**config.mk**
```make
export PLATFORM = sky130hd
export DESIGN_NAME = i8253_bus_sequencer
export DESIGN_NICKNAME = d
export VERILOG_FILES = /design/src/rtl/i8253_bus_sequencer.sv
export SDC_FILE = /design/constraint.sdc
export NUM_CORES = 1
export LEC_CHECK = 0
export ABC_AREA = 1
export BUFFER_PORTS_ARGS = -buffer_cell sky130_fd_sc_hd__clkbuf_2
export CAP_MARGIN = 30
export CELL_PAD_IN_SITES_DETAIL_PLACEMENT = 2
export CELL_PAD_IN_SITES_GLOBAL_PLACEMENT = 2
export CORE_MARGIN = 1.5
export CORE_UTILIZATION = 36
export DETAILED_ROUTE_END_ITERATION = 10
export PLACE_DENSITY_LB_ADDON = 0.1
export SYNTH_ARGS = -nofsm -noshare
export SYNTH_HDL_FRONTEND = slang
export SYNTH_SLANG_ARGS = --single-unit
```
**constraint.sdc**
```tcl
create_clock -name clk -period 4.3 [get_ports clk]
set_input_delay 0.86 -clock clk [delete_from_list [all_inputs] [get_ports clk]]
set_output_delay 0.86 -clock clk [all_outputs]
set_load 0.005 [all_outputs]
```
**src/rtl/i8253_bus_sequencer.sv**
```systemverilog
// Host-side sequencer for the 8253 timer: turns single program or latch-and-read requests
// into timed CS_n/RD_n/WR_n/A/D bus cycles. Keeps a shadow of each counter's programmed RW
// mode so a read fetches the right number of bytes in the right order.
module i8253_bus_sequencer #(
  parameter int unsigned SETUP_CYC  = 1,
  parameter int unsigned STROBE_CYC = 2,
  parameter int unsigned HOLD_CYC   = 1
) (
  input  logic        clk,
  input  logic        wreset1,
  // Request channel
  input  logic        req_valid,
  output logic        req_ready,
  input  logic        req_op,
  input  logic [1:0]  req_sel,
  input  logic [2:0]  req_mode,
  input  logic [1:0]  req_rw,
  input  logic [15:0] req_count,
  // Response channel (no backpressure)
  output logic        rsp_valid,
  output logic        rsp_err,
  output logic [15:0] rsp_data,
  output logic        busy,
  // 8253 bus
  output logic        bus_cs_n,
  output logic        bus_rd_n,
  output logic        bus_wr_n,
  output logic [1:0]  bus_a,
  output logic [7:0]  bus_dout,
  input  logic [7:0]  bus_din
);

  typedef enum logic [2:0] {
    StIdle,
    StCheck,
    StSetup,
    StStrobe,
    StHold,
    StRecov,
    StResp
  } state_e;

  localparam logic [7:0] SetupLast  = 8'(SETUP_CYC - 1);
  localparam logic [7:0] StrobeLast = 8'(STROBE_CYC - 1);
  localparam logic [7:0] HoldLast   = 8'(HOLD_CYC - 1);

  state_e      state_q, state_d;
  logic [7:0]  cnt_q, cnt_d;       // cycles spent in the current bus phase
  logic [1:0]  step_q, step_d;     // 0 = control/latch write, 1..2 = data bytes
  logic [1:0]  seq_rw_q, seq_rw_d; // byte sequence for this transaction
  logic        err_q, err_d;
  logic [15:0] data_q, data_d;
  logic [2:0][1:0] shadow_q, shadow_d;

  // Captured request fields
  logic        op_q;
  logic [1:0]  sel_q;
  logic [2:0]  mode_q;
  logic [1:0]  rw_q;
  logic [15:0] count_q;

  logic        accept;
  logic [1:0]  sel_shadow;
  logic        req_bad;
  logic [1:0]  last_step;
  logic        cyc_is_read;
  logic        cyc_is_msb;
  logic [7:0]  cyc_wdata;
  logic        in_cycle;

  assign req_ready = (state_q == StIdle) & ~wreset1;
  assign accept    = req_valid & req_ready;
  assign busy      = (state_q != StIdle);

  // Shadow RW of the selected counter; an illegal select reads as unprogrammed.
  always_comb begin
    sel_shadow = 2'b00;
    unique case (sel_q)
      2'd0:    sel_shadow = shadow_q[0];
      2'd1:    sel_shadow = shadow_q[1];
      2'd2:    sel_shadow = shadow_q[2];
      default: sel_shadow = 2'b00;
    endcase
  end

  // Request validation, evaluated in CHECK against the captured fields.
  always_comb begin
    req_bad = 1'b0;
    if (sel_q == 2'd3) begin
      req_bad = 1'b1;
    end else if (!op_q) begin
      req_bad = (rw_q == 2'b00) || (mode_q > 3'd5);
    end else begin
      req_bad = (sel_shadow == 2'b00);
    end
  end

  // Decode of the bus cycle selected by step_q.
  always_comb begin
    last_step   = (seq_rw_q == 2'b11) ? 2'd2 : 2'd1;
    cyc_is_read = op_q && (step_q != 2'd0);
    // Single-byte MSB mode has its only data byte at step 1; otherwise step 2 is the MSB.
    cyc_is_msb  = (seq_rw_q == 2'b10) || (step_q == 2'd2);
    if (step_q == 2'd0) begin
      cyc_wdata = op_q ? {sel_q, 6'b000000} : {sel_q, rw_q, mode_q, 1'b0};
    end else begin
      cyc_wdata = cyc_is_msb ? count_q[15:8] : count_q[7:0];
    end
  end

  // Next-state logic for the transaction FSM, phase counter, read data and shadow.
  always_comb begin
    state_d  = state_q;
    cnt_d    = cnt_q;
    step_d   = step_q;
    seq_rw_d = seq_rw_q;
    err_d    = err_q;
    data_d   = data_q;
    shadow_d = shadow_q;
    unique case (state_q)
      StIdle: begin
        if (accept) state_d = StCheck;
      end
      StCheck: begin
        cnt_d  = '0;
        step_d = 2'd0;
        data_d = '0;
        if (req_bad) begin
          err_d   = 1'b1;
          state_d = StResp;
        end else begin
          err_d    = 1'b0;
          seq_rw_d = op_q ? sel_shadow : rw_q;
          state_d  = StSetup;
        end
      end
      StSetup: begin
        if (cnt_q == SetupLast) begin
          cnt_d   = '0;
          state_d = StStrobe;
        end else begin
          cnt_d = cnt_q + 8'd1;
        end
      end
      StStrobe: begin
        if (cnt_q == StrobeLast) begin
          // Sample on the last strobe cycle so the timer has the full strobe to drive D.
          if (cyc_is_read) begin
            if (cyc_is_msb) data_d[15:8] = bus_din;
            else            data_d[7:0]  = bus_din;
          end
          cnt_d   = '0;
          state_d = StHold;
        end else begin
          cnt_d = cnt_q + 8'd1;
        end
      end
      StHold: begin
        if (cnt_q == HoldLast) begin
          cnt_d   = '0;
          state_d = StRecov;
        end else begin
          cnt_d = cnt_q + 8'd1;
        end
      end
      StRecov: begin
        if (step_q == last_step) begin
          state_d = StResp;
          if (!op_q) begin
            for (int i = 0; i < 3; i++) begin
              if (sel_q == 2'(i)) shadow_d[i] = rw_q;
            end
          end
        end else begin
          step_d  = step_q + 2'd1;
          state_d = StSetup;
        end
      end
      StResp: begin
        state_d = StIdle;
      end
      default: begin
        state_d = StIdle;
      end
    endcase
  end

  // State registers; reset aborts any transaction without a response.
  always_ff @(posedge clk or posedge wreset1) begin
    if (wreset1) begin
      state_q  <= StIdle;
      cnt_q    <= '0;
      step_q   <= '0;
      seq_rw_q <= '0;
      err_q    <= 1'b0;
      data_q   <= '0;
      shadow_q <= '0;
    end else begin
      state_q  <= state_d;
      cnt_q    <= cnt_d;
      step_q   <= step_d;
      seq_rw_q <= seq_rw_d;
      err_q    <= err_d;
      data_q   <= data_d;
      shadow_q <= shadow_d;
    end
  end

  // Capture all request fields on the accepting edge.
  always_ff @(posedge clk or posedge wreset1) begin
    if (wreset1) begin
      op_q    <= 1'b0;
      sel_q   <= '0;
      mode_q  <= '0;
      rw_q    <= '0;
      count_q <= '0;
    end else if (accept) begin
      op_q    <= req_op;
      sel_q   <= req_sel;
      mode_q  <= req_mode;
      rw_q    <= req_rw;
      count_q <= req_count;
    end
  end

  // Bus and response outputs decoded from the registered state only.
  always_comb begin
    in_cycle  = (state_q == StSetup) || (state_q == StStrobe) || (state_q == StHold);
    bus_cs_n  = ~in_cycle;
    bus_a     = in_cycle ? ((step_q == 2'd0) ? 2'b11 : sel_q) : 2'b00;
    bus_dout  = (in_cycle && !cyc_is_read) ? cyc_wdata : 8'h00;
    bus_rd_n  = ~((state_q == StStrobe) && cyc_is_read);
    bus_wr_n  = ~((state_q == StStrobe) && !cyc_is_read);
    rsp_valid = (state_q == StResp);
    rsp_err   = rsp_valid & err_q;
    rsp_data  = rsp_valid ? data_q : 16'h0000;
  end

endmodule

```
== Yosys cells after proc, flatten, opt, wreduce, memory -nomap -nowiden ==
Index checks and enable logic that the tools add are counted.
Widths: inputs -> output; s select.
Word-level totals
  bits in writable memories: 0
  latch bits: 0
  flip-flop bits (word level): 62
  ROM bits: 0
  memories kept: 0
Operators by class
  div/mod/pow operators: 0
  shift-type cells: 0
  muxes and demuxes: 30
  add/sub/neg operators: 2
  $lt $le $gt $ge: 1
  eq/ne operators: 22
  reduce and logical (&&, ||, !) cells: 29
  bitwise logic cells: 9
  multiply operators: 0
Operator list (number)
  $mux 8: 7
  $mux 16: 3
  $pmux 16 s2: 1
  $pmux 8 s3: 1
  $reduce_and 4->1: 6
  $mux 3: 6
  $pmux 3 s6: 1
  $ne 2x2->1 const B: 8
  $eq 2x2->1 const B: 5
  $mux 2: 5
  $eq 3x3->1 const B: 3
  $add 8x1->8 const B: 1
  $eq 8x1->1 const B: 1
  $logic_not 2->1: 4
  $logic_not 8->1: 1
  $eq 3x2->1 const B: 2
  $mux 6: 1
  $not 1->1: 6
  $pmux 2 s3: 1
  $reduce_bool 2->1: 3
  $reduce_bool 3->1: 2
  $logic_and 1x1->1: 4
  $logic_or 1x1->1: 4
  $pmux 2 s2: 1
  11 further kinds: 16

== Depth between registers and ports, before layout ==
Gate-level depths: netlist (run 1).
  word-level depth: 7
  gate-level depth with buffers: 12
  gate-level depth less buffers: 11

== Worst setup path after synthesis (run 1) ==
No wires, ideal clock.
  path type: input to register
  start point: in wreset1
  end point: reg state_q[1]
  path buffers: 0
  required time: 4.224 ns
  arrival: 2.683 ns
  stages on the path: 6
  library setup time: 0.076 ns
  path slack: 1.541 ns
  path through: inv_1 a21oi_1 nand3b_1 inv_1 nand2_1 o21ai_1
Between the ends
  word-level cells in the longest chain between the ends: 5
Ends and longest elaborated chain
  start, declared: line 10  | input logic wreset1,
  $not 1->1: line 71  | assign req_ready = (state_q == StIdle) & ~wreset1;
  $and 1x1->1: line 71
  $and 1x1->1: line 72  | assign accept = req_valid & req_ready;
  $ne 2x2->1 (no line)
  $reduce_and 4->1 (no line)
  end signal, assigned: line 191  | state_q <= StIdle;
  end signal, assigned: line 199  | state_q <= state_d;
  end, declared: line 47  | state_e state_q, state_d;
Every way passes these cells.
A chain may end at the register's enable or synchronous reset.

== Worst setup path after layout (run 1) ==
  start point: reg step_q[0]
  end point: out bus_dout[4]
Between the ends
  word-level cells in the longest chain between the ends: 5
Ends and longest elaborated chain
  start, declared: line 49  | logic [1:0] step_q, step_d;
  start signal, assigned: line 201  | step_q <= step_d;
  $eq 2x2->1 or $reduce_bool 2->1 (tied branches): line 103, 101
  $logic_or 1x1->1 or $logic_and 1x1->1 (tied branches): line 103, 101
  $mux 8 or $logic_not 1->1 (tied branches): line 107, 231
  $mux 8 or $logic_and 1x1->1 (tied branches): line 104, 231
  $mux 8 (*): line 231  | bus_dout = (in_cycle && !cyc_is_read) ? cyc_wdata : 8'h00;
  end, declared: line 29  | output logic [7:0] bus_dout,
Every way passes the cells marked *; elsewhere a longest branch is shown, timed or not.

==> qor.txt, run 1 <==
crit path time final: 3.137 ns
Post-synth top cells: nand2_1 (76), dfrtp_1 (62), inv_1 (45), nor2_1 (37), o21ai_0 (29)
reg2reg start: step_q[0]$_DFFE_PP0P_
Final Skew: 0.005341 ns
syn nets: 412
clock network power share: 17.7%
Slew Viols, Final: 0
die area: 0.009935 mm²
CP cell instances: inv_1, ha_1, inv_1, nand2_1, nand2_1, a311oi_1, clkbuf_2
Pwr Density: 709.3 mW/mm²
vias per cell: 5.049
Post-synth ARST share: 100.0%
sw frac: 43.99%
slowest CP cell: dfrtp_1
TritonCTS clock tree: yes
Ant. Diodes: 0
Post-Syn Area: 0.003364 mm²
sequential power share: 36.4%
GRT Overall Usage: 19.71%
Initial Utilization: 36.76%
highest clock rate: 318.8 MHz
worst hold endpoint: data_q[7]$_DFFE_PP0P_
min-delay worst type: reg -> reg
# hold bufs at CTS: 0
Hold Path Depth: 2
Top FF cell, synth: dfrtp_1
slew margin rel.: 44.58%
status: complete, no violations
Seq cells post-synth: 62
CP startpoint kind: flip-flop
post-route setup TNS: 0 ns
Post-synth EDFFs: 0
DR iter-0 viols: 58
Power Internal: 1.567 mW
root buf cell: clkbuf_8
Core ar.: 0.009153 mm²
drt pass-1 iters: 4
final wirelength: 8.943 mm
combinational share of power: 45.9%
switching power: 1.231 mW
top cells by area, synth: dfrtp_1 (46%), mux2_4 (8.5%), nand2_1 (8.5%)
Register-to-Register Setup Slack: 2.19 ns
Data arrival, critical path: 2.28 ns
Num CTS Buffers: 9
Die Ht: 99.68 µm
CTS Sinks: 62
IO buf count: 67
RSZ-0062 raised after global routing: no
maximum buffer depth of the clock tree: 2
worst vdd ir: 255.8 µV
post-CTS setup buffer count: 0
final worst path period share: 72.96%
Worst setup EP type: output pin
Synth Area in Simple Gates: 19.49%
ratio of cells with drive above 1 in the final layout: 31.01%
DRC: 0
dominant cell type by area after synthesis: dfrtp_1
IO Count: 68
R2R depth: 8
first-pass GRT wire length: 15.23 mm
detailed-route via count: 2807
max-cap viol count: 0
Final ANT Viol Nets: 0
post-synthesis compound-gate area fraction: 14.39%
Final Power: 2.798 mW
Fin Hold WS: 0.4848 ns
mean post-synth cell area: 9.044 µm²
peak per-stage delay on the critical path: 0.41 ns
Fin. Hold Viols: 0
crit path max fanout: 11
most frequent cell after synthesis: nand2_1
Placer Congestion: 0.8032
Final Net Count: 480
die span in x: 99.68 µm
Setup CP Type: reg -> out
initial antenna violation count: 0
Synth Warn #: 0
Seq/Total Area, Yosys: 46.11%
FP Rows: 35
clock transition at the registers of the reported paths: 0.07 ns
Resized cells post-CTS: 0
Final setup viols: 0
adder-cell share of the synthesized area: 1.859%
worst-skew pair later-pin latency: 0.35 ns
DPL Wire Length: 6.455 mm
leakage: 1.967 nW
largest net degree at the start of global routing: 63
fraction of synthesized area in multiplexers: 9.074%
worst slew pin tran: 0.8314 ns
Syn Inst Count: 372
vias in the first global route: 3083
main combinational cell family by area after synthesis: simple AND/OR/NAND/NOR gates
H-Tree Level Count: 3
required time of the critical path: 3.44 ns
Synth Area in XOR/XNOR: 0.7810%
Reg2Reg Capture Point: data_q[2]$_DFFE_PP0P_
Distinct cells, synth: 36
gr ovfl total: 0
post-DR wirelength/cell: 16.08 µm
Hold Crit Start: data_q[7]$_DFFE_PP0P_
Area Overhead vs Synth: 17.26%
Yosys top cell area share: 46.11%
-- worst max path at each step --
stage,startpoint,endpoint,slack [ns]
floorplan,wreset1,state_q[1]$_DFFE_PP0P_,1.54
finish,step_q[0]$_DFFE_PP0P_,bus_dout[4],1.16
CTS,step_q[0]$_DFFE_PP0P_,bus_dout[7],1.14
global route,step_q[0]$_DFFE_PP0P_,bus_dout[4],0.94
global placement,step_q[0]$_DFFE_PP0P_,bus_dout[7],1.66
detailed placement,step_q[0]$_DFFE_PP0P_,bus_dout[7],1.57
-- through the flow --
stage | util (%) | setup slack [ns] | std cells | instance area, µm²
floorplan | - | 1.541 | 372 | 3364
global placement | 41.07 | 1.659 | 540 | 3759
detailed placement | 41.07 | 1.567 | 540 | 3759
CTS | 43.10 | 1.137 | 556 | 3945
global route | 43.10 | 0.9432 | 556 | 3945
finish | 43.10 | 1.163 | 556 | 3945
-- final cells by class --
cell class | instances | area, µm²
Sequential cell | 62 | 1551
Timing Repair Buffer | 68 | 342.8
Inverter | 50 | 191.4
Tap cell | 111 | 138.9
Clock inverter | 3 | 17.52
Clock buffer | 13 | 168.9
Fill cell | 1019 | 5207
Multi-Input combinational cell | 249 | 1534
-- kinds of logic after synthesis --
group | after synthesis
simple gates | 150
compound gates | 70
flops | 62
buf+inv | 61
mux | 21
fa+ha+maj | 5
xor+xnor | 3
-- registers in the layout (all words and copies together) (netlist names) --
signal / count
step_q: 2
op_q: 1
mode_q: 3
rw_q: 2
cnt_q: 8
data_q: 16
sel_q: 2
seq_rw_q: 2
state_q: 3
shadow_q: 6
err_q: 1
count_q: 16
-- metal layers --
| layer | wire length (µm) | up-vias | GRT usage, % | share of wire, % |
|---|---|---|---|---|
| met4 | 152 | 0 | 7.042 | 1.7 |
| met1 | 4102 | 1388 | 24.94 | 46 |
| met2 | 4390 | 61 | 33.28 | 49 |
| li1 | - | 1344 | - | - |
| met3 | 298 | 14 | 4.146 | 3.3 |
| met5 | 0 | - | 0 | 0 |
-- critical path, delay by kind of cell (launching register included) --
| kind | cells | cell delay (ns) |
|---|---|---|
| compound gates | 1 | 0.32 |
| simple gates | 2 | 0.38 |
| flops | 1 | 0.41 |
| fa+ha+maj | 1 | 0.30 |
| buf+inv | 3 | 0.53 |
-- power groups by stage --
stage                     clock network [mW]  logic, mW  registers [mW]
final                                  0.496       1.28            1.02
after global routing                   0.533       1.46            1.05
after CTS                              0.508       1.32            1.02
after detailed placement                   0       1.30            1.02
after global placement                     0       1.25            1.01
after floorplan                            0       1.00           0.952
-- cell usage in the layout, fill, tap and decap left out, types with 2 or more instances in the layout --
master	netlist	routed
o21ai_4	2	2
clkbuf_8	0	12
nand3b_1	2	2
ha_1	5	5
a311oi_1	4	4
a21oi_1	12	12
inv_1	45	44
mux2_4	19	19
nand2_2	5	5
o21ai_2	13	13
nand2_1	76	76
nand4_1	5	5
dfrtp_1	62	62
nor2_2	2	2
clkbuf_2	0	67
inv_2	3	4
clkinv_2	1	3
o21ai_1	5	5
nor2_1	37	37
o211ai_4	2	2
mux2i_1	2	2
xor2_1	3	3
nand3_1	17	17
o21ai_0	29	29
No activity file was read; power rests on OpenSTA's default activity.
==> run 2: changes to the inputs <==
--- a/config.mk
+++ b/config.mk
@@ -11,7 +11,7 @@
 export CELL_PAD_IN_SITES_DETAIL_PLACEMENT = 2
 export CELL_PAD_IN_SITES_GLOBAL_PLACEMENT = 2
 export CORE_MARGIN = 1.5
-export CORE_UTILIZATION = 36
+export CORE_UTILIZATION = 33
 export DETAILED_ROUTE_END_ITERATION = 10
 export PLACE_DENSITY_LB_ADDON = 0.1
 export SYNTH_ARGS = -nofsm -noshare
==> constraint.sdc (replaced) <==
create_clock -name clk -period 3.3 [get_ports clk]
set_input_delay 0.66 -clock clk [delete_from_list [all_inputs] [get_ports clk]]
set_output_delay 0.66 -clock clk [all_outputs]
set_load 0.005 [all_outputs]
==> run 2 against run 1 <==
Critical path depth stayed put. Sequential share of layout area down 0.41 points. Largest power group unchanged. Critical path type unchanged. Largest cell class unchanged. Combinational power is 31% higher. Setup slack got worse by 0.78 ns. Clock power rose by 41%.
==> qor.txt, run 2 (synthesis results as in run 1) <==
gr ovfl total: 0 (unchanged)
TritonCTS clock tree: yes
leakage: 1.978 nW (+0.54%)
Top Registers: count_q (16), data_q (16), cnt_q (8)
initial antenna violation count: 0 (unchanged)
drt pass-1 iters: 4 (unchanged)
Fin. Hold Viols: 0 (unchanged)
Final Net Count: 480 (unchanged)
Fill cells: 1143 (+12%)
final wirelength: 9.117 mm (+1.9%)
RSZ-0062 raised after global routing: no
Inst Count DP: 562 (+4.1%)
worst-skew pair later-pin latency: 0.35 ns (about the same)
CP startpoint kind: flip-flop
final core occ: 40.60% (-2.5 points)
final instance area: 0.003986 mm² (+1.0%)
H-Tree Level Count: 3 (unchanged)
Area Overhead vs Synth: 18.48%
post-CTS setup buffer count: 0 (unchanged)
crit path max fanout: 11 (unchanged)
Final Power: 3.694 mW (+32%)
first-pass GRT wire length: 15.52 mm (+1.9%)
vias per cell: 4.775 (-5.4%)
largest net degree at the start of global routing: 37 (-41%)
final worst path period share: 88.35%
Initial Utilization: 34.26% (-2.5 points)
CTS Sinks: 62 (unchanged)
most frequent cells in the layout: nand2_1 (76), clkbuf_2 (67), dfrtp_1 (62), inv_1 (44), nor2_1 (37)
worst vdd ir: 414.9 µV (+62%)
Worst setup EP type: output pin
Num CTS Buffers: 9 (unchanged)
DR iter-0 viols: 76 (+31%)
Resized cells post-CTS: 0 (unchanged)
ratio of cells with drive above 1 in the final layout: 31.01% (unchanged)
Die Ht: 104.0 µm (+4.3%)
die area: 0.01081 mm² (+8.8%)
Core ar.: 0.009819 mm² (+7.3%)
Final ANT Viol Nets: 0 (unchanged)
min-delay worst type: in -> async
dpl cell area: 0.003786 mm² (+0.73%)
max-cap viol count: 0 (unchanged)
post-route setup TNS: 0 ns (unchanged)
# hold bufs at CTS: 0 (unchanged)
clock transition at the registers of the reported paths: 0.08 ns (about the same)
status: complete, no violations
DPL Wire Length: 6.772 mm (+4.9%)
Pwr Density: 926.7 mW/mm² (+31%)
highest clock rate: 343.0 MHz
Ant. Diodes: 0 (unchanged)
IO Count: 68 (unchanged)
detailed-route via count: 2760 (-1.7%)
crit path time final: 2.916 ns
required time of the critical path: 2.64 ns (-0.80 ns)
IO buf count: 67 (unchanged)
GRT Overall Usage: 18.27% (-1.4 points)
die span in x: 104.0 µm (+4.3%)
maximum buffer depth of the clock tree: 2 (unchanged)
fin cells: 578 (+4.0%)
vias in the first global route: 3135 (+1.7%)
FP Rows: 36 (+2.9%)
DRC: 0 (unchanged)
slew margin rel.: 57.34% (+13 points)
post-DR wirelength/cell: 15.77 µm (-1.9%)
most common cell after layout, fill and taps aside: nand2_1
Final Skew: 0.008970 ns (+0.003630 ns)
Slew Viols, Final: 0 (unchanged)
Data arrival, critical path: 2.26 ns (-0.02 ns)
Final setup viols: 0 (unchanged)
Placer Congestion: 0.7633 (-5.0%)
worst slew pin tran: 0.6368 ns (-0.1946 ns)
Setup CP Type: reg -> out
root buf cell: clkbuf_8
-- run 2: cell count changes in the layout (fill, tap and decap cells not counted), sizes merged --
| cell | before | now |
|---|---|---|
| bufinv | 0 | 1 |
| clkinv | 3 | 4 |
| clkinvlp | 1 | 0 |
| clkbuf | 80 | 79 |
-- run 2: routing by layer --
layer | track usage [%] | wire length, µm | vias to the layer above
met4 | 8.036 | 161 | 0
met2 | 32.54 | 4612 | 51
met5 | 0 | 0 | -
met1 | 21.62 | 4040 | 1353
li1 | - | - | 1344
met3 | 2.945 | 303 | 12
-- run 2: path summary, 6_finish.rpt --
check / start / endpoint / slack (ns) / cells past startpoint
max: step_q[0]$_DFFE_PP0P_ / bus_dout[6] / 0.38 / 7
min: wreset1 / count_q[11]$_DFFE_PP0P_ / 0.40 / 2
max reg2reg: step_q[0]$_DFFE_PP0P_ / data_q[7]$_DFFE_PP0P_ / 1.18 / 8
min reg2reg: data_q[15]$_DFFE_PP0P_ / data_q[15]$_DFFE_PP0P_ / 0.49 / 2
max in group asynchronous: wreset1 / shadow_q[2]$_DFFE_PP0P_ / 1.96 / 3
min in group clk: data_q[15]$_DFFE_PP0P_ / data_q[15]$_DFFE_PP0P_ / 0.49 / 2
-- run 2: final cells by class --
| class | count | area (µm²) | area share, % |
|---|---|---|---|
| clock buffers | 12 | 155.1 | 3.892 |
| clock inverters | 4 | 45.04 | 1.130 |
| inverters | 50 | 191.4 | 4.802 |
| multi-input cells | 249 | 1534 | 38.48 |
| flip-flops and latches | 62 | 1551 | 38.92 |
| well taps | 133 | 166.4 | 4.175 |
| repair buffers | 68 | 342.8 | 8.600 |
-- run 2: worst max-delay path, cell delays in order (launching register included) --
cell and delay, ns:
dfrtp_1 0.41, inv_1 0.11, ha_1 0.31, inv_1 0.23, nand2_1 0.20, nand2_1 0.16
a311oi_1 0.29, clkbuf_2 0.17
-- run 2: per-stage QoR --
step                      setup slack (ns)  hold slack, ns
after global placement              0.8309          0.4669
after floorplan                     0.7409          0.4452
after CTS                           0.3367          0.4087
final                               0.3845          0.4020
after global routing               0.08004          0.4483
after detailed placement            0.7445          0.4738
-- run 2: report_power, final --
| part | total (mW) | switching, mW | internal, mW |
|---|---|---|---|
| combinational | 1.68 | 1.04 | 0.638 |
| sequential | 1.32 | 0.245 | 1.07 |
| clock | 0.698 | 0.311 | 0.387 |
==> run 3: changes to the inputs <==
--- a/config.mk
+++ b/config.mk
@@ -13,6 +13,7 @@
 export CORE_MARGIN = 1.5
 export CORE_UTILIZATION = 33
 export DETAILED_ROUTE_END_ITERATION = 10
+export GPL_TIMING_DRIVEN = 0
 export PLACE_DENSITY_LB_ADDON = 0.1
 export SYNTH_ARGS = -nofsm -noshare
 export SYNTH_HDL_FRONTEND = slang
==> run 3 against run 2 <==
Non-clock buffer count is 11 higher. Power is 0.14% higher. Combinational power up 8%. Critical path depth unchanged. First-iteration DRC count decreased by 28%. Fmax is 1.3% higher. Sequential power hardly changed.
==> qor.txt, run 3 (synthesis results as in run 1) <==
status: complete, no violations
multi-input logic area: 0.001534 mm² (unchanged)
DPL Wire Length: 7.085 mm (+4.6%)
worst-skew pair later-pin latency: 0.34 ns (about the same)
FP Rows: 36 (unchanged)
min-delay worst type: in -> async
peak per-stage delay on the critical path: 0.40 ns (about the same)
Final Skew: 0.008983 ns (+0.00001251 ns)
max-cap viol count: 0 (unchanged)
Initial Utilization: 34.26% (unchanged)
CP bufs+invs: 4 (+1)
Fill cells: 1168 (+2.2%)
RSZ-0062 raised after global routing: no
leakage: 2.010 nW (+1.7%)
slowest CP cell: dfrtp_1
Register-to-Register Setup Slack: 1.44 ns (+0.26 ns)
Worst setup EP type: output pin
R2R depth: 9 (+1)
post-CTS setup buffer count: 0 (unchanged)
most common cell after layout, fill and taps aside: nand2_1
Area Overhead vs Synth: 20.49%
Final Power: 3.699 mW (+0.14%)
final core occ: 41.28% (+0.69 points)
DR iter-0 viols: 55 (-28%)
crit path time final: 2.877 ns (-0.03812 ns)
final worst path period share: 87.19% (-1.2 points)
maximum buffer depth of the clock tree: 2 (unchanged)
largest net degree at the start of global routing: 39 (+5.4%)
gr ovfl total: 0 (unchanged)
CP startpoint kind: flip-flop
Final ANT Viol Nets: 0 (unchanged)
H-Tree Level Count: 3 (unchanged)
Resized cells post-CTS: 0 (unchanged)
Reg2Reg Capture Point: data_q[0]$_DFFE_PP0P_
Stages on worst setup path: 7 (unchanged)
CTS Sinks: 62 (unchanged)
Num CTS Buffers: 9 (unchanged)
ratio of cells with drive above 1 in the final layout: 32.02% (+1.0 points)
CP top delay family: buffers and inverters
Ant. Diodes: 0 (unchanged)
slew margin rel.: 58.79% (+1.4 points)
CP cell instances: inv_1, ha_1, inv_1, clkbuf_1, a21oi_1, a311oi_1, clkbuf_2
Pwr Density: 912.5 mW/mm² (-1.5%)
GRT Overall Usage: 18.37% (+0.10 points)
Top Registers: count_q (16), data_q (16), cnt_q (8)
fin cells: 589 (+1.9%)
Setup CP Type: reg -> out
Register Area: 0.001551 mm² (unchanged)
Placer Congestion: 0.7783 (+2.0%)
# hold bufs at CTS: 0 (unchanged)
required time of the critical path: 2.64 ns (about the same)
crit path from: step_q[0]$_DFFE_PP0P_
die span in x: 104.0 µm (unchanged)
worst slew pin tran: 0.6173 ns (-0.01947 ns)
Data arrival, critical path: 2.22 ns (-0.04 ns)
first-pass GRT wire length: 15.84 mm (+2.1%)
drt pass-1 iters: 4 (unchanged)
worst vdd ir: 334.4 µV (-19%)
highest clock rate: 347.5 MHz (+1.3%)
clock transition at the registers of the reported paths: 0.07 ns (about the same)
IO buf count: 67 (unchanged)
post-DR wirelength/cell: 15.67 µm (-0.63%)
crit path to: bus_dout[5]
TritonCTS clock tree: yes
Slew Viols, Final: 0 (unchanged)
Final setup viols: 0 (unchanged)
vias in the first global route: 3189 (+1.7%)
vias per cell: 4.796 (+0.44%)
IO Count: 68 (unchanged)
Worst path most repeated cell: inv_1
Die Ht: 104.0 µm (unchanged)
detailed-route via count: 2825 (+2.4%)
die area: 0.01081 mm² (unchanged)
most frequent cells in the layout: nand2_1 (76), clkbuf_2 (67), dfrtp_1 (62), inv_1 (44), nor2_1 (37)
root buf cell: clkbuf_8
final wirelength: 9.232 mm (+1.3%)
Inst Count DP: 573 (+2.0%)
Final Net Count: 491 (+2.3%)
DRC: 0 (unchanged)
crit path max fanout: 10 (-1)
initial antenna violation count: 0 (unchanged)
Fin. Hold Viols: 0 (unchanged)
Core ar.: 0.009819 mm² (unchanged)
reg2reg start: step_q[0]$_DFFE_PP0P_
run 3: cell count changes in the layout (fill, tap and decap cells not counted), sizes merged:
| cell | delta |
|---|---|
| bufinv | -1 |
| clkinvlp | +1 |
| buf | +9 |
| clkbuf | +2 |
run 3: metrics by stage:
step | setup TNS (ns) | cell area (µm²) | hold WS [ns] | worst slack (ns)
final | 0 | 4054 | 0.4231 | 0.4226
after global routing | 0 | 4054 | 0.4543 | 0.2430
after CTS | 0 | 4054 | 0.4460 | 0.4008
after detailed placement | 0 | 3886 | 0.4728 | 0.7980
after global placement | -0.3446 | 3866 | 0.4681 | -0.1565
after floorplan | 0 | 3364 | 0.4452 | 0.7409
run 3: worst min path at each step:
stage,start,endpoint,slack [ns],depth (start not counted)
3_3_place_gp,data_q[7]$_DFFE_PP0P_,data_q[7]$_DFFE_PP0P_,0.47,2
6_report,wreset1,cnt_q[2]$_DFFE_PP0P_,0.42,2
3_5_place_dp,data_q[14]$_DFFE_PP0P_,data_q[14]$_DFFE_PP0P_,0.47,2
2_1_floorplan,shadow_q[0]$_DFFE_PP0P_,shadow_q[0]$_DFFE_PP0P_,0.45,2
5_1_grt,wreset1,count_q[3]$_DFFE_PP0P_,0.45,2
4_1_cts,wreset1,cnt_q[0]$_DFFE_PP0P_,0.45,2
run 3: final cells by class:
class                   count  share of cell area [%]
plain buffers              11                   2.160
clock buffers              12                   3.580
clock inverters             4                  0.5556
inverters                  50                   4.722
multi-input cells         249                   37.84
flip-flops and latches     62                   38.27
well taps                 133                   4.105
repair buffers             68                   8.765
run 3: where the power goes:
group	internal (mW)	switching, mW
combinational	0.702	1.10
sequential	1.07	0.225
clock	0.290	0.306
run 3: metal layers:
metal	track usage [%]	wire length (µm)
met1	22.67	4185
met2	32.36	4641
met3	3.258	281
met4	6.052	124
met5	0	0
